$ cat config.mk
export PLATFORM = sky130hd
export DESIGN_NAME = cache_fill_assembler
export DESIGN_NICKNAME = d
export VERILOG_FILES = /design/src/rtl/cache_fill_assembler.sv
export SDC_FILE = /design/constraint.sdc
export NUM_CORES = 1
export LEC_CHECK = 0
export ABC_AREA = 1
export BUFFER_PORTS_ARGS = -buffer_cell sky130_fd_sc_hd__buf_2
export CAP_MARGIN = 20
export CORE_MARGIN = 5
export CORE_UTILIZATION = 33
export CTS_BUF_LIST = sky130_fd_sc_hd__clkbuf_16
export DETAILED_ROUTE_END_ITERATION = 10
export PLACE_DENSITY = 0.69
export SLEW_MARGIN = 30
export SYNTH_ARGS = -nofsm -noshare
export SYNTH_HDL_FRONTEND = slang
export SYNTH_SLANG_ARGS = --single-unit
$ cat constraint.sdc
create_clock -name i_clk -period 5.85 [get_ports i_clk]
set_input_delay 0.2925 -clock i_clk [delete_from_list [all_inputs] [get_ports i_clk]]
set_output_delay 0.2925 -clock i_clk [all_outputs]
set_load 0.02 [all_outputs]
$ cat src/rtl/cache_fill_assembler.sv
// cache_fill_assembler: collects BEATS memory-response beats into one line and presents it as a single fill.
// Build option CS_FILL_WRAP_EN: critical-word-first placement, beat k lands in slot (mem_rsp_beat_sel + k) mod BEATS.
module cache_fill_assembler #(
   parameter int LINE_SIZE       = 16,
   parameter int BEAT_SIZE       = 4,
   parameter int LINE_ADDR_WIDTH = 26,
   parameter int NUM_WAYS        = 1,
   parameter int TAG_WIDTH       = 8,
   localparam int BEATS          = LINE_SIZE / BEAT_SIZE,
   localparam int BEAT_IDX_W     = (BEATS > 1) ? $clog2(BEATS) : 1
) (
   input  logic                         i_clk,
   input  logic                         i_reset,
   input  logic                         i_mem_rsp_valid,
   output logic                         o_mem_rsp_ready,
   input  logic [BEAT_SIZE*8-1:0]       i_mem_rsp_data,
   input  logic [LINE_ADDR_WIDTH-1:0]   i_mem_rsp_line_addr,
   input  logic [NUM_WAYS-1:0]          i_mem_rsp_way_sel,
   input  logic [TAG_WIDTH-1:0]         i_mem_rsp_tag,
   input  logic [BEAT_IDX_W-1:0]        i_mem_rsp_beat_sel,
   output logic                         o_fill_valid,
   input  logic                         i_fill_ready,
   output logic [LINE_ADDR_WIDTH-1:0]   o_fill_line_addr,
   output logic [NUM_WAYS-1:0]          o_fill_way_sel,
   output logic [TAG_WIDTH-1:0]         o_fill_tag,
   output logic [LINE_SIZE*8-1:0]       o_fill_data
);

   localparam int BEAT_BITS = BEAT_SIZE * 8;
   localparam logic [0:0] S_COLLECT = 1'b0;
   localparam logic [0:0] S_FULL    = 1'b1;
   localparam logic [BEAT_IDX_W-1:0] LAST_BEAT = BEAT_IDX_W'(BEATS - 1);

   logic [0:0]                 r_state;
   logic [0:0]                 w_state_next;
   logic [BEAT_IDX_W-1:0]      r_beat_cnt;
   logic [BEAT_IDX_W-1:0]      w_beat_cnt_next;
   logic [BEAT_IDX_W-1:0]      w_slot_raw;
   logic [BEAT_IDX_W-1:0]      w_slot;
   logic [LINE_ADDR_WIDTH-1:0] r_line_addr;
   logic [NUM_WAYS-1:0]        r_way_sel;
   logic [TAG_WIDTH-1:0]       r_tag;
   logic [BEAT_BITS-1:0]       r_line [BEATS];
   logic                       w_accept;
   logic                       w_fire;
   logic                       w_first;
   logic                       w_last;

   // FULL only accepts a new beat when the pending fill leaves in the same cycle.
   assign o_mem_rsp_ready = (r_state == S_COLLECT) | i_fill_ready;
   assign o_fill_valid    = (r_state == S_FULL);
   assign w_accept        = i_mem_rsp_valid & o_mem_rsp_ready;
   assign w_fire          = o_fill_valid & i_fill_ready;
   assign w_first         = (r_beat_cnt == '0);
   assign w_last          = (r_beat_cnt == LAST_BEAT);

`ifdef CS_FILL_WRAP_EN
   logic [BEAT_IDX_W-1:0] r_start;
   logic [BEAT_IDX_W-1:0] w_start;

   assign w_start    = w_first ? i_mem_rsp_beat_sel : r_start;
   assign w_slot_raw = w_start + r_beat_cnt;

   always_ff @(posedge i_clk or posedge i_reset) begin
      if (i_reset) begin
         r_start <= '0;
      end else if (w_accept && w_first) begin
         r_start <= i_mem_rsp_beat_sel;
      end
   end
`else
   logic w_unused_beat_sel;

   assign w_unused_beat_sel = ^i_mem_rsp_beat_sel;
   assign w_slot_raw        = r_beat_cnt;
`endif

   // A one-beat line has a single slot; the 1-bit index is forced to it.
   assign w_slot = (BEATS > 1) ? w_slot_raw : '0;

   always_comb begin
      w_state_next    = r_state;
      w_beat_cnt_next = r_beat_cnt;
      if (w_fire) begin
         w_state_next = S_COLLECT;
      end
      if (w_accept) begin
         if (w_last) begin
            w_beat_cnt_next = '0;
            w_state_next    = S_FULL;
         end else begin
            w_beat_cnt_next = r_beat_cnt + BEAT_IDX_W'(1);
         end
      end
   end

   always_ff @(posedge i_clk or posedge i_reset) begin
      if (i_reset) begin
         r_state    <= S_COLLECT;
         r_beat_cnt <= '0;
      end else begin
         r_state    <= w_state_next;
         r_beat_cnt <= w_beat_cnt_next;
      end
   end

   always_ff @(posedge i_clk or posedge i_reset) begin
      if (i_reset) begin
         r_line_addr <= '0;
         r_way_sel   <= '0;
         r_tag       <= '0;
      end else if (w_accept && w_first) begin
         r_line_addr <= i_mem_rsp_line_addr;
         r_way_sel   <= i_mem_rsp_way_sel;
         r_tag       <= i_mem_rsp_tag;
      end
   end

   generate
      for (genvar gi = 0; gi < BEATS; gi++) begin : g_slot
         always_ff @(posedge i_clk or posedge i_reset) begin
            if (i_reset) begin
               r_line[gi] <= '0;
            end else if (w_accept && (w_slot == BEAT_IDX_W'(gi))) begin
               r_line[gi] <= i_mem_rsp_data;
            end
         end
         assign o_fill_data[gi*BEAT_BITS +: BEAT_BITS] = r_line[gi];
      end
   endgenerate

   assign o_fill_line_addr = r_line_addr;
   assign o_fill_way_sel   = r_way_sel;
   assign o_fill_tag       = r_tag;

endmodule

After elaboration in Yosys (flattened, before gate mapping)

Index checks and enable logic that the tools add are counted.

Input bits: 73
Word-level logic and storage cells: 26
Output and inout port bits: 165
Bits in registers: 166

Bitwise gates (word level): 4
Reductions and logical operators: 5
Mux-type cells: 4
Equality and inequality tests: 3
$add $sub $neg: 1

Operator list:

| operator                                      | number |
|---|---|
| == test 2 bit, second input constant          | 2 |
| logical AND 1 bit                             | 4 |
| 2-to-1 mux 1 bit                              | 3 |
| adder 2 x 1 -> 2 bit, second input constant   | 1 |
| AND 1 bit                                     | 2 |
| == test 2 x 1 -> 1 bit, second input constant | 1 |
| zero test 2 bit                               | 1 |
| 2-to-1 mux 2 bit                              | 1 |
| NOT 1 bit                                     | 1 |
| bitwise OR 1 bit                              | 1 |

Logic depth before layout (Yosys ltp)

Gate-level depths: netlist (run 1).

Word-level depth: 4
Mapped depth: 8
Gate-level depth less buffers: 5

Worst setup path before layout (run 1)

No wires, ideal clock.

Path type: reg-to-reg
Start point: register r_beat_cnt[0]
End point: register r_line (netlist bit o_fill_data[0])
Cell stages (with the launch flop): 9
Period minus slack after synthesis: 1.357 ns
Library setup time: 0.117 ns
Slack: 4.493 ns
Required time: 5.733 ns
Path buffers: 3
Arrival time: 1.240 ns
Cells stage by stage: dfrtp_1 inv_1 ha_1 buf_2 nand3_2 buf_4 buf_2 nand2_1 nand2_1

Cells in the longest elaborated chain, start to end: 2

RTL lines:

| element                       | line | text |
|---|---|---|
| start, declared               | 36   | `logic [BEAT_IDX_W-1:0] r_beat_cnt;` |
| start signal, assigned        | 103  | `r_beat_cnt <= w_beat_cnt_next;` |
| zero test 2 bit               | 124  | `end else if (w_accept && (w_slot == BEAT_IDX_W'(gi))) begin` |
| logical AND 1 bit             | 124  |  |
| end signal, assigned by index | 125  | `r_line[gi] <= i_mem_rsp_data;` |
| end, declared                 | 43   | `logic [BEAT_BITS-1:0] r_line [BEATS];` |

Every way passes these cells.
A chain may end at the register's enable or synchronous reset.

Worst setup path in the final report (run 1)

Start point: register r_beat_cnt[0]
End point: register r_line_addr[17], in the netlist o_fill_line_addr[17]

Cells in the longest elaborated chain, start to end: 2

RTL lines:

| element              | line | text |
|---|---|---|
| zero test 2 bit      | 54   | `assign w_first = (r_beat_cnt == '0);` |
| logical AND 1 bit    | 112  | `end else if (w_accept && w_first) begin` |
| end signal, assigned | 113  | `r_line_addr <= i_mem_rsp_line_addr;` |
| end, declared        | 40   | `logic [LINE_ADDR_WIDTH-1:0] r_line_addr;` |

Every way passes these cells.

==> results of run 1 <==
==> worst register-to-register path, delay by kind of cell, from the launching register on <==
| family | cells | cell delay [ns] |
|---|---|---|
| adder cells (fa/ha/maj) | 1 | 0.16 |
| buffers and inverters | 3 | 1.26 |
| flip-flops | 1 | 0.42 |
| AND/OR/NAND/NOR | 3 | 0.94 |
==> power breakdown <==
| part | total (uW) | internal (uW) | switching (uW) |
|---|---|---|---|
| registers | 1980 | 1680 | 304 |
| clock network | 1020 | 572 | 448 |
| logic | 2330 | 683 | 1650 |
| total | 5340 | 2930 | 2400 |
==> sequential cells by signal, summed over array words and instances (netlist names) <==
register and flops:
o_fill_data 128, o_fill_line_addr 26, o_fill_tag 8, r_beat_cnt 2, o_fill_valid 1, o_fill_way_sel 1
==> kinds of logic (layout without fill, tap and decap cells) <==
| kind of cell | count (synthesis) | count (layout) |
|---|---|---|
| AND/OR/NAND/NOR | 501 | 501 |
| buffers and inverters | 77 | 279 |
| AO/OA/AOI/OAI | 1 | 1 |
| adder cells (fa/ha/maj) | 4 | 4 |
| flip-flops | 166 | 166 |
==> stage by stage <==
step / total power (uW) / utilization [%] / setup slack, ns / hold slack (ns)
final: 5340 / 42.6 / 2.96 / 0.0124
after CTS: 5390 / 42.5 / 2.86 / 0.0393
after global placement: 4310 / 39.9 / 2.99 / 0.449
after floorplan: 3460 / - / 1.07 / 0.441
after global routing: 5710 / 42.6 / 2.74 / 0.0754
after detailed placement: 4360 / 40.0 / 2.95 / 0.454
==> area by class of cell <==
type / instances / area, um2 / share of cell area (%)
clock inverters: 14 / 97.6 / 1.13
inverters: 4 / 22.5 / 0.260
clock buffers: 17 / 425 / 4.90
flip-flops and latches: 166 / 4150 / 47.9
repair buffers: 244 / 1250 / 14.4
multi-input cells: 506 / 2390 / 27.5
well taps: 270 / 338 / 3.89
==> final timing paths <==
| check | from | to | slack [ns] | cells after the start |
|---|---|---|---|---|
| setup / recovery | r_beat_cnt[0] | o_fill_line_addr[17] | 2.96 | 7 |
| hold / removal | i_reset | o_fill_data[81] | 0.01 | 2 |
| setup reg to reg | r_beat_cnt[0] | o_fill_line_addr[17] | 2.96 | 7 |
| hold reg to reg | o_fill_tag[0] | o_fill_tag[0] | 0.47 | 2 |
| max in group asynchronous | i_reset | o_fill_data[73] | 4.52 | 3 |
| min in group i_clk | i_mem_rsp_line_addr[0] | o_fill_line_addr[0] | 0.13 | 3 |
==> Yosys cell counts (all sizes together) <==
| master | instances |
|---|---|
| buf | 56 |
| clkbuf | 17 |
| dfrtp | 166 |
| ha | 4 |
| inv | 4 |
| nand2 | 332 |
| nand3 | 5 |
| nand4 | 163 |
| o21ai | 1 |
| or2 | 1 |
==> metal layers <==
metal  share of wire [%]  routed length [um]  vias to the layer above
met2                  46                9880                      256
met1                  45                9660                     2954
met5                   0                   0                        -
li1                    -                   -                     2922
met3                 8.4                1810                       18
met4                 1.4                 312                        0
==> summary.md, run 1 <==
| Metric | Value |
|---|---|
| Outcome | `finished, final reports clean` |
| Post-synthesis sequential area ratio | `60.3%` |
| Placed inst area | `8140 um2` |
| First-pass GRT wire length | `34.6 mm` |
| Gpl congestion | `0.794` |
| Vias in the first global route | `6136` |
| Delay-heaviest family, CP | `buffers and inverters` |
| Post-layout min period | `2.89 ns` |
| Synthesized flop and latch total | `166` |
| Largest net degree at the start of global routing | `112` |
| Mapped Nets | `826` |
| Gr usage total | `18.0%` |
| Finished Cell Area | `8670 um2` |
| GRT met1 Usage | `24.6%` |
| Ranking of synthesized cells by area | `dfrtp_1, nand2_1, nand4_1, buf_2, clkbuf_1` |
| Peak VDD IR | `0.228 mV` |
| Final hold vios | `0` |
| Num CTS Buffers | `17` |
| Remaining DRCs | `0` |
| Slew HR | `39.7%` |
| Compound-gate portion of the synthesized area | `0.0727%` |
| Commonest non-fill, non-tap cell in the layout | `nand2_1` |
| Fmax | `0.346 GHz` |
| Die Y | `154 um` |
| Synth Area in Adders | `0.727%` |
| Vias/cell | `5.04` |
| FP Rows | `52` |
| Largest family of logic cells by synthesized area | `simple AND/OR/NAND/NOR gates` |
| Die area | `23900 um2` |
| RSZ-0062 raised after global routing | `false` |
| IO Pins | `238` |
| Congestion Overflow GR | `0` |
| TritonRoute pass-1 iters | `5` |
| Cell Pwr Density | `615 nW/um2` |
| Layout fillers | `2014` |
| Longest Clk Path Bufs | `2` |
| Input/output buffers | `235` |
| Worst slew pin tran | `0.904 ns` |
| GR peak layer | `met2` |
| Worst EP arrival | `3.19 ns` |
| Buffer count from post-CTS setup fixing | `0` |
| Syn avg cell area | `9.19 um2` |
| DRT antenna net count | `0` |
| Final wirelength | `21.7 mm` |
| Critical path class | `register to register` |
| Final Cycle Share | `49.4%` |
| Via Count | `6150` |
| Synth Warn # | `0` |
| DRT iter0 DRCs | `418` |
| Worst path required time | `6.15 ns` |
| Initial antenna violation count | `0` |
| Mux cell area share after synthesis | `0%` |
| CTS sink cnt | `166` |
| Mapped cell area | `6890 um2` |
| CTS tree | `built` |
| DP Cell Count | `1190` |
| Worst hold path class | `primary input to asynchronous set/reset pin` |
| Initial core utilization | `33.8%` |
| Critical path cell sequence | `inv_1 -> ha_2 -> buf_4 -> nand3_2 -> buf_4 -> nand2_1 -> nand2_1` |
| Resized cells post-CTS | `0` |
| Xor/xnor share of the synthesized area | `0%` |
| Ant diodes | `0` |
| Routed len/inst | `17.7 um` |
| Crit path buf inv count | `3` |
| Width of the die | `154 um` |
| Met2 Track Usage GR | `28.1%` |
| Share of cells above drive strength 1 | `28.8%` |
| Met3 Use GR | `5.31%` |
| Final setup violating endpoints | `0` |
| H-tree levels | `4` |
| Synth Area in Simple Gates | `33.5%` |
| CTS root buf | `clkbuf_16` |
| Reg clk slew, reported paths | `0.07 ns` |
| Slew Viols, Final | `0` |
| Commonest non-fill, non-tap cells in the layout | `nand2_1, buf_2, dfrtp_1` |
| Final TNS setup | `0 ns` |
| Slowest stage delay, CP | `0.69 ns` |
| Area delta synth->final | `26.0%` |
| Crit end category | `register` |
| Top cell type's share of synthesized area | `60.3%` |
| Post-Layout Cell Count | `1221` |
| Synth area leader | `dfrtp_1` |
| Leakage power | `0.00486 uW` |
| Critical-path top delay cell | `nand3_2` |
| Nets | `1016` |
| Library cells used by synthesis | `14` |
| CP Max Fanout | `68` |
| Clock Latency Late Sink | `0.42 ns` |
| Max Clock Skew | `0.00816 ns` |
| Core Area | `20400 um2` |
| Setup crit start kind | `register` |
| DP Wirelength | `13.6 mm` |
| Cts-stage hold buffer count | `0` |
| Synth Instances | `749` |
| MaxCap Viol Count | `0` |
Power figures use the tool's default switching activity.
==> inputs of run 2 (changes only) <==
- clock period: 5.85 -> 2.8 ns (I/O delays scaled with it)
==> run 2 against run 1 <==
Net effect:
- combinational power grew 110%
- sequential power grew 110%
- worst hold slack gained 0.0061 ns
- power grew 110%
- critical path type unchanged
- highest routed layer unchanged
==> summary.md, run 2 (synthesis results as in run 1) <==
| Metric | Value |
|---|---|
| Gpl congestion | `0.784` |
| Resized cells post-CTS | `0` |
| Crit end category | `register` |
| Core Area | `20400 um2` |
| Overall Power | `11300 uW` |
| TritonRoute pass-1 iters | `5` |
| Worst Setup SP | `r_beat_cnt[0]` |
| Psw | `5040 uW` |
| Remaining DRCs | `0` |
| Post-layout min period | `1.99 ns` |
| Share of cells above drive strength 1 | `28.5%` |
| Worst hold path class | `primary input to register` |
| Register area | `4150 um2` |
| Largest net degree at the start of global routing | `106` |
| Share of total power in combinational logic | `44.2%` |
| Leakage power | `0.00507 uW` |
| Clock Latency Late Sink | `0.41 ns` |
| Slew Viols, Final | `0` |
| Pre-CTS WS | `0.772 ns` |
| Layout fillers | `1962` |
| DRT iter0 DRCs | `419` |
| Initial core utilization | `33.8%` |
| CP Max Fanout | `30` |
| Vias in the first global route | `6351` |
| Worst slew pin tran | `0.802 ns` |
| Reg2reg start | `r_beat_cnt[0]` |
| FF-to-FF path depth | `6` |
| Final wirelength | `22.2 mm` |
| Area delta synth->final | `32.8%` |
| Via Count | `6371` |
| Clock power frac | `18.9%` |
| Die area | `23900 um2` |
| Longest Clk Path Bufs | `2` |
| Input/output buffers | `235` |
| DRT antenna net count | `0` |
| Final core utilization | `44.9%` |
| Switching Fraction | `44.8%` |
| Final hold vios | `0` |
| Critical path class | `register to register` |
| Nets | `1062` |
| Peak VDD IR | `0.496 mV` |
| Commonest non-fill, non-tap cell in the layout | `nand2_1` |
| DP Wirelength | `14.1 mm` |
| Max Clock Skew | `0.00985 ns` |
| Worst path required time | `3.10 ns` |
| Reg2Reg Capture Point | `o_fill_tag[3]` |
| Gr usage total | `18.4%` |
| First-pass GRT wire length | `35.4 mm` |
| Congestion Overflow GR | `0` |
| Final TNS setup | `0 ns` |
| Routed len/inst | `17.5 um` |
| Width of the die | `154 um` |
| Setup crit start kind | `register` |
| Final Worst Setup Slack | `0.809 ns` |
| Internal Power | `6220 uW` |
| Seq pwr share | `36.8%` |
| Slew HR | `46.5%` |
| Worst EP arrival | `2.29 ns` |
| Num CTS Buffers | `17` |
| R2R setup slack | `0.81 ns` |
| IO Pins | `238` |
| FP Rows | `52` |
| CTS tree | `built` |
| Outcome | `finished, final reports clean` |
| Cell Pwr Density | `1230 nW/um2` |
| Die Y | `154 um` |
| Critical path endpoint | `o_fill_tag[3]` |
| Final setup violating endpoints | `0` |
| H-tree levels | `4` |
| Final Cycle Share | `71.1%` |
| Commonest non-fill, non-tap cells in the layout | `nand2_1, buf_2, dfrtp_1` |
| Vias/cell | `5.02` |
| Fmax | `0.502 GHz` |
| Largest register FFs | `128` |
| CTS root buf | `clkbuf_16` |
| CTS sink cnt | `166` |
| Multi-input combinational cell area | `2380 um2` |
| RSZ-0062 raised after global routing | `false` |
| MaxCap Viol Count | `0` |
| Initial antenna violation count | `0` |
| Ant diodes | `0` |
| Hold slack | `0.0186 ns` |
| Reg clk slew, reported paths | `0.06 ns` |
[run 2: power groups by stage]
stage          combinational [uW]  sequential [uW]  clock, uW
4_1_cts                      5060             4140       2180
3_5_place_dp                 5030             4150          0
3_3_place_gp                 4930             4130          0
6_report                     4980             4150       2130
5_1_grt                      5480             4280       2300
2_1_floorplan                1800             5430          0
[run 2: per-stage QoR]
| step | std cells | cell area, um2 |
|---|---|---|
| after global routing | 1268 | 9140 |
| after detailed placement | 1199 | 8250 |
| after global placement | 1199 | 8240 |
| after CTS | 1268 | 9140 |
| final | 1268 | 9140 |
| after floorplan | 749 | 6890 |
[run 2: area by class of cell]
cell class,instances,area share [%]
sequential,166,45.4
multi-input combinational,506,26.0
inverter,4,0.205
tap,270,3.70
timing repair buffer,290,18.9
clock buffer,17,4.65
clock inverter,15,1.09
[run 2: metal layers]
metal / wire length, um / track usage (%) / part of all wire (%)
met5: 0 / 0 / 0
met4: 308 / 4.67 / 1.4
met3: 1720 / 5.50 / 7.8
met2: 10500 / 29.8 / 47
met1: 9650 / 24.3 / 44
[run 2: how the worst min path moves through the flow]
stage / from / end / cells after the start / slack (ns)
global route: i_mem_rsp_data[11] / o_fill_data[43] / 3 / 0.004
CTS: i_mem_rsp_data[14] / o_fill_data[14] / 3 / 0.0003
floorplan: i_mem_rsp_data[14] / o_fill_data[78] / 2 / 0.29
detailed placement: i_reset / o_fill_data[117] / 3 / 0.34
global placement: i_reset / o_fill_data[52] / 3 / 0.35
finish: i_mem_rsp_data[6] / o_fill_data[102] / 3 / 0.02
[run 2: timing repair]
action | in CTS | in global routing
hold buffers | 37 | 0
setup buffers | 0 | 0
setup endpoints to repair | 0 | 0
endpoints found under the hold margin | 202 | 0
[run 2: worst max-delay path, cell delays in order, from the launching register on]
cell,delay [ns]
dfrtp_1,0.42
inv_1,0.10
ha_2,0.19
nand3_2,0.58
buf_12,0.43
nand2_1,0.09
nand2_1,0.06
==> inputs of run 3 (changes only) <==
- PLACE_DENSITY: 0.69 -> 0.71
- clock period: 2.8 -> 1.65 ns (I/O delays scaled with it)
==> run 3 against run 2 <==
Net effect:
- non-clock buffer count grew 38
- critical path depth shrank 3
- worst hold slack gained 0.11 ns
- cell count grew 3.1%
- sequential power grew 69%
- clock skew shrank 0.0064 ns
- die area is the same
- global-route usage grew 0.50 points
- largest power group unchanged
- highest routed layer unchanged
==> summary.md, run 3 (synthesis results as in run 1) <==
| Metric | Value |
|---|---|
| Outcome | `finished, final reports clean` |
| Commonest non-fill, non-tap cells in the layout | `nand2_1, buf_2, dfrtp_1` |
| Initial antenna violation count | `0` |
| Area delta synth->final | `41.7%` |
| CP Max Fanout | `34` |
| Gr usage total | `18.9%` |
| Die Y | `154 um` |
| Final core utilization | `47.9%` |
| Max Clock Skew | `0.00340 ns` |
| Remaining DRCs | `0` |
| Final hold vios | `0` |
| Vias/cell | `5.06` |
| CTS sink cnt | `166` |
| Commonest non-fill, non-tap cell in the layout | `nand2_1` |
| Input/output buffers | `235` |
| Die area | `23900 um2` |
| Peak VDD IR | `0.918 mV` |
| Final TNS setup | `0 ns` |
| Slew Viols, Final | `0` |
| Initial core utilization | `33.8%` |
| Via Count | `6613` |
| DP Wirelength | `14.0 mm` |
| MaxCap Viol Count | `0` |
| Clock Latency Late Sink | `0.41 ns` |
| Delay-heaviest family, CP | `flip-flops` |
| Met2 wire len | `10.9 mm` |
| RSZ-0062 raised after global routing | `false` |
| Slew HR | `65.3%` |
| DRT antenna net count | `0` |
| Gpl congestion | `0.814` |
| Critical path class | `register to output pin` |
| CTS tree | `built` |
| Top layer in use | `met4` |
| Seq pwr share | `34.8%` |
| Ant diodes | `0` |
| Psw | `8810 uW` |
| CTS root buf | `clkbuf_16` |
| Worst slew pin tran | `0.520 ns` |
| Worst path required time | `1.57 ns` |
| Longest Clk Path Bufs | `2` |
| Met3 Wirelength | `2.19 mm` |
| Post-route met1 wirelength | `9.51 mm` |
| Crit path buf inv count | `2` |
| Nets | `1101` |
| Largest register FFs | `128` |
| Reg clk slew, reported paths | `0.07 ns` |
| TritonRoute pass-1 iters | `4` |
| Share of cells above drive strength 1 | `28.6%` |
| Crit end category | `output pin` |
| Hold slack | `0.126 ns` |
| Worst hold path class | `primary input to asynchronous set/reset pin` |
| Congestion Overflow GR | `0` |
| Share of total power in combinational logic | `43.9%` |
| Final setup violating endpoints | `0` |
| Switching Fraction | `43.7%` |
| Cell Pwr Density | `2070 nW/um2` |
| IO Pins | `238` |
| FP Rows | `52` |
| Final Cycle Share | `93.9%` |
| Width of the die | `154 um` |
| Routed len/inst | `17.6 um` |
| Setup crit start kind | `register` |
| DRT iter0 DRCs | `435` |
| Critical-path top delay cell | `dfrtp_2` |
| Post-layout min period | `1.55 ns` |
| H-tree levels | `4` |
| Post-Layout Cell Count | `1307` |
| Final wirelength | `22.9 mm` |
| Slowest stage delay, CP | `0.48 ns` |
| Internal Power | `11300 uW` |
| Vias in the first global route | `6698` |
| Largest net degree at the start of global routing | `95` |
| Leakage power | `0.00533 uW` |
| Worst EP arrival | `1.47 ns` |
| Core Area | `20400 um2` |
| Critical path cell sequence | `nand2_8 -> buf_16 -> buf_2` |
| Fmax | `0.645 GHz` |
| DP Cell Count | `1205` |
| First-pass GRT wire length | `36.5 mm` |
| Num CTS Buffers | `17` |
| Clock power frac | `21.2%` |
==> run 3: changes by cell type in the layout (fill, tap and decap cells not counted), moves of 2 or more <==
cell	change
inv_1	-5
dlygate4sd3_1	+31
clkinv_4	+2
nand3_2	-2
nand3_1	+2
buf_4	-2
bufinv_16	+3
buf_12	+8
inv_6	+2
clkinv_1	-2
==> run 3: area by class of cell <==
cell class / instances / area [um2]
Clock inverter: 15 / 201
Timing Repair Buffer: 328 / 2230
Sequential cell: 166 / 4160
Fill cell: 1877 / 10600
Clock buffer: 17 / 425
Tap cell: 270 / 338
Multi-Input combinational cell: 507 / 2390
Inverter: 4 / 18.8
==> run 3: path summary, 6_finish.rpt <==
kind,slack (ns),start,end,cells past startpoint
setup / recovery,0.10,o_fill_valid,o_mem_rsp_ready,3
hold / removal,0.13,i_reset,o_fill_data[48],3
setup reg to reg,0.21,r_beat_cnt[0],o_fill_line_addr[10],6
hold reg to reg,0.47,o_fill_data[109],o_fill_data[109],2
max in group asynchronous,0.80,i_reset,o_fill_line_addr[11],4
min in group i_clk,0.15,i_mem_rsp_valid,r_beat_cnt[1],3
==> run 3: worst min-delay path: stages <==
cell and delay, ns:
dlygate4sd3_1 0.53, buf_2 0.13, clkinvlp_4 0.14
==> run 3: repair_timing <==
item | 4_1_cts | 5_1_grt
pin swaps | 0 | 1
endpoints found under the hold margin | 328 | 0
hold buffers | 68 | 0
endpoints found under the setup margin | 1 | 1
resized for setup | 2 | 1
setup buffers | 0 | 0
gates cloned | 1 | 1
==> run 3: power groups by stage <==
stage          Combinational (uW)  Sequential (uW)  Clock, uW
2_1_floorplan                3060             9220          0
3_3_place_gp                 8570             6990          0
3_5_place_dp                 8740             7010          0
4_1_cts                      8910             7000       4380
5_1_grt                      9680             7240       4530
6_report                     8850             7020       4280
==> run 3: metal layers <==
metal  GRT usage [%]  up-vias
met4            5.21        0
met2            31.2      310
met3            5.34       25
met5               0        -
met1            24.5     3182
li1                -     3096
==> run 3: per-stage QoR <==
step / cell area, um2 / total power [uW] / worst slack [ns]
after CTS: 9740 / 20300 / 0.0254
after detailed placement: 8390 / 15800 / 0.262
after global routing: 9760 / 21500 / 0.0268
after floorplan: 6890 / 12300 / -0.545
after global placement: 8390 / 15600 / 0.294
final: 9760 / 20200 / 0.100
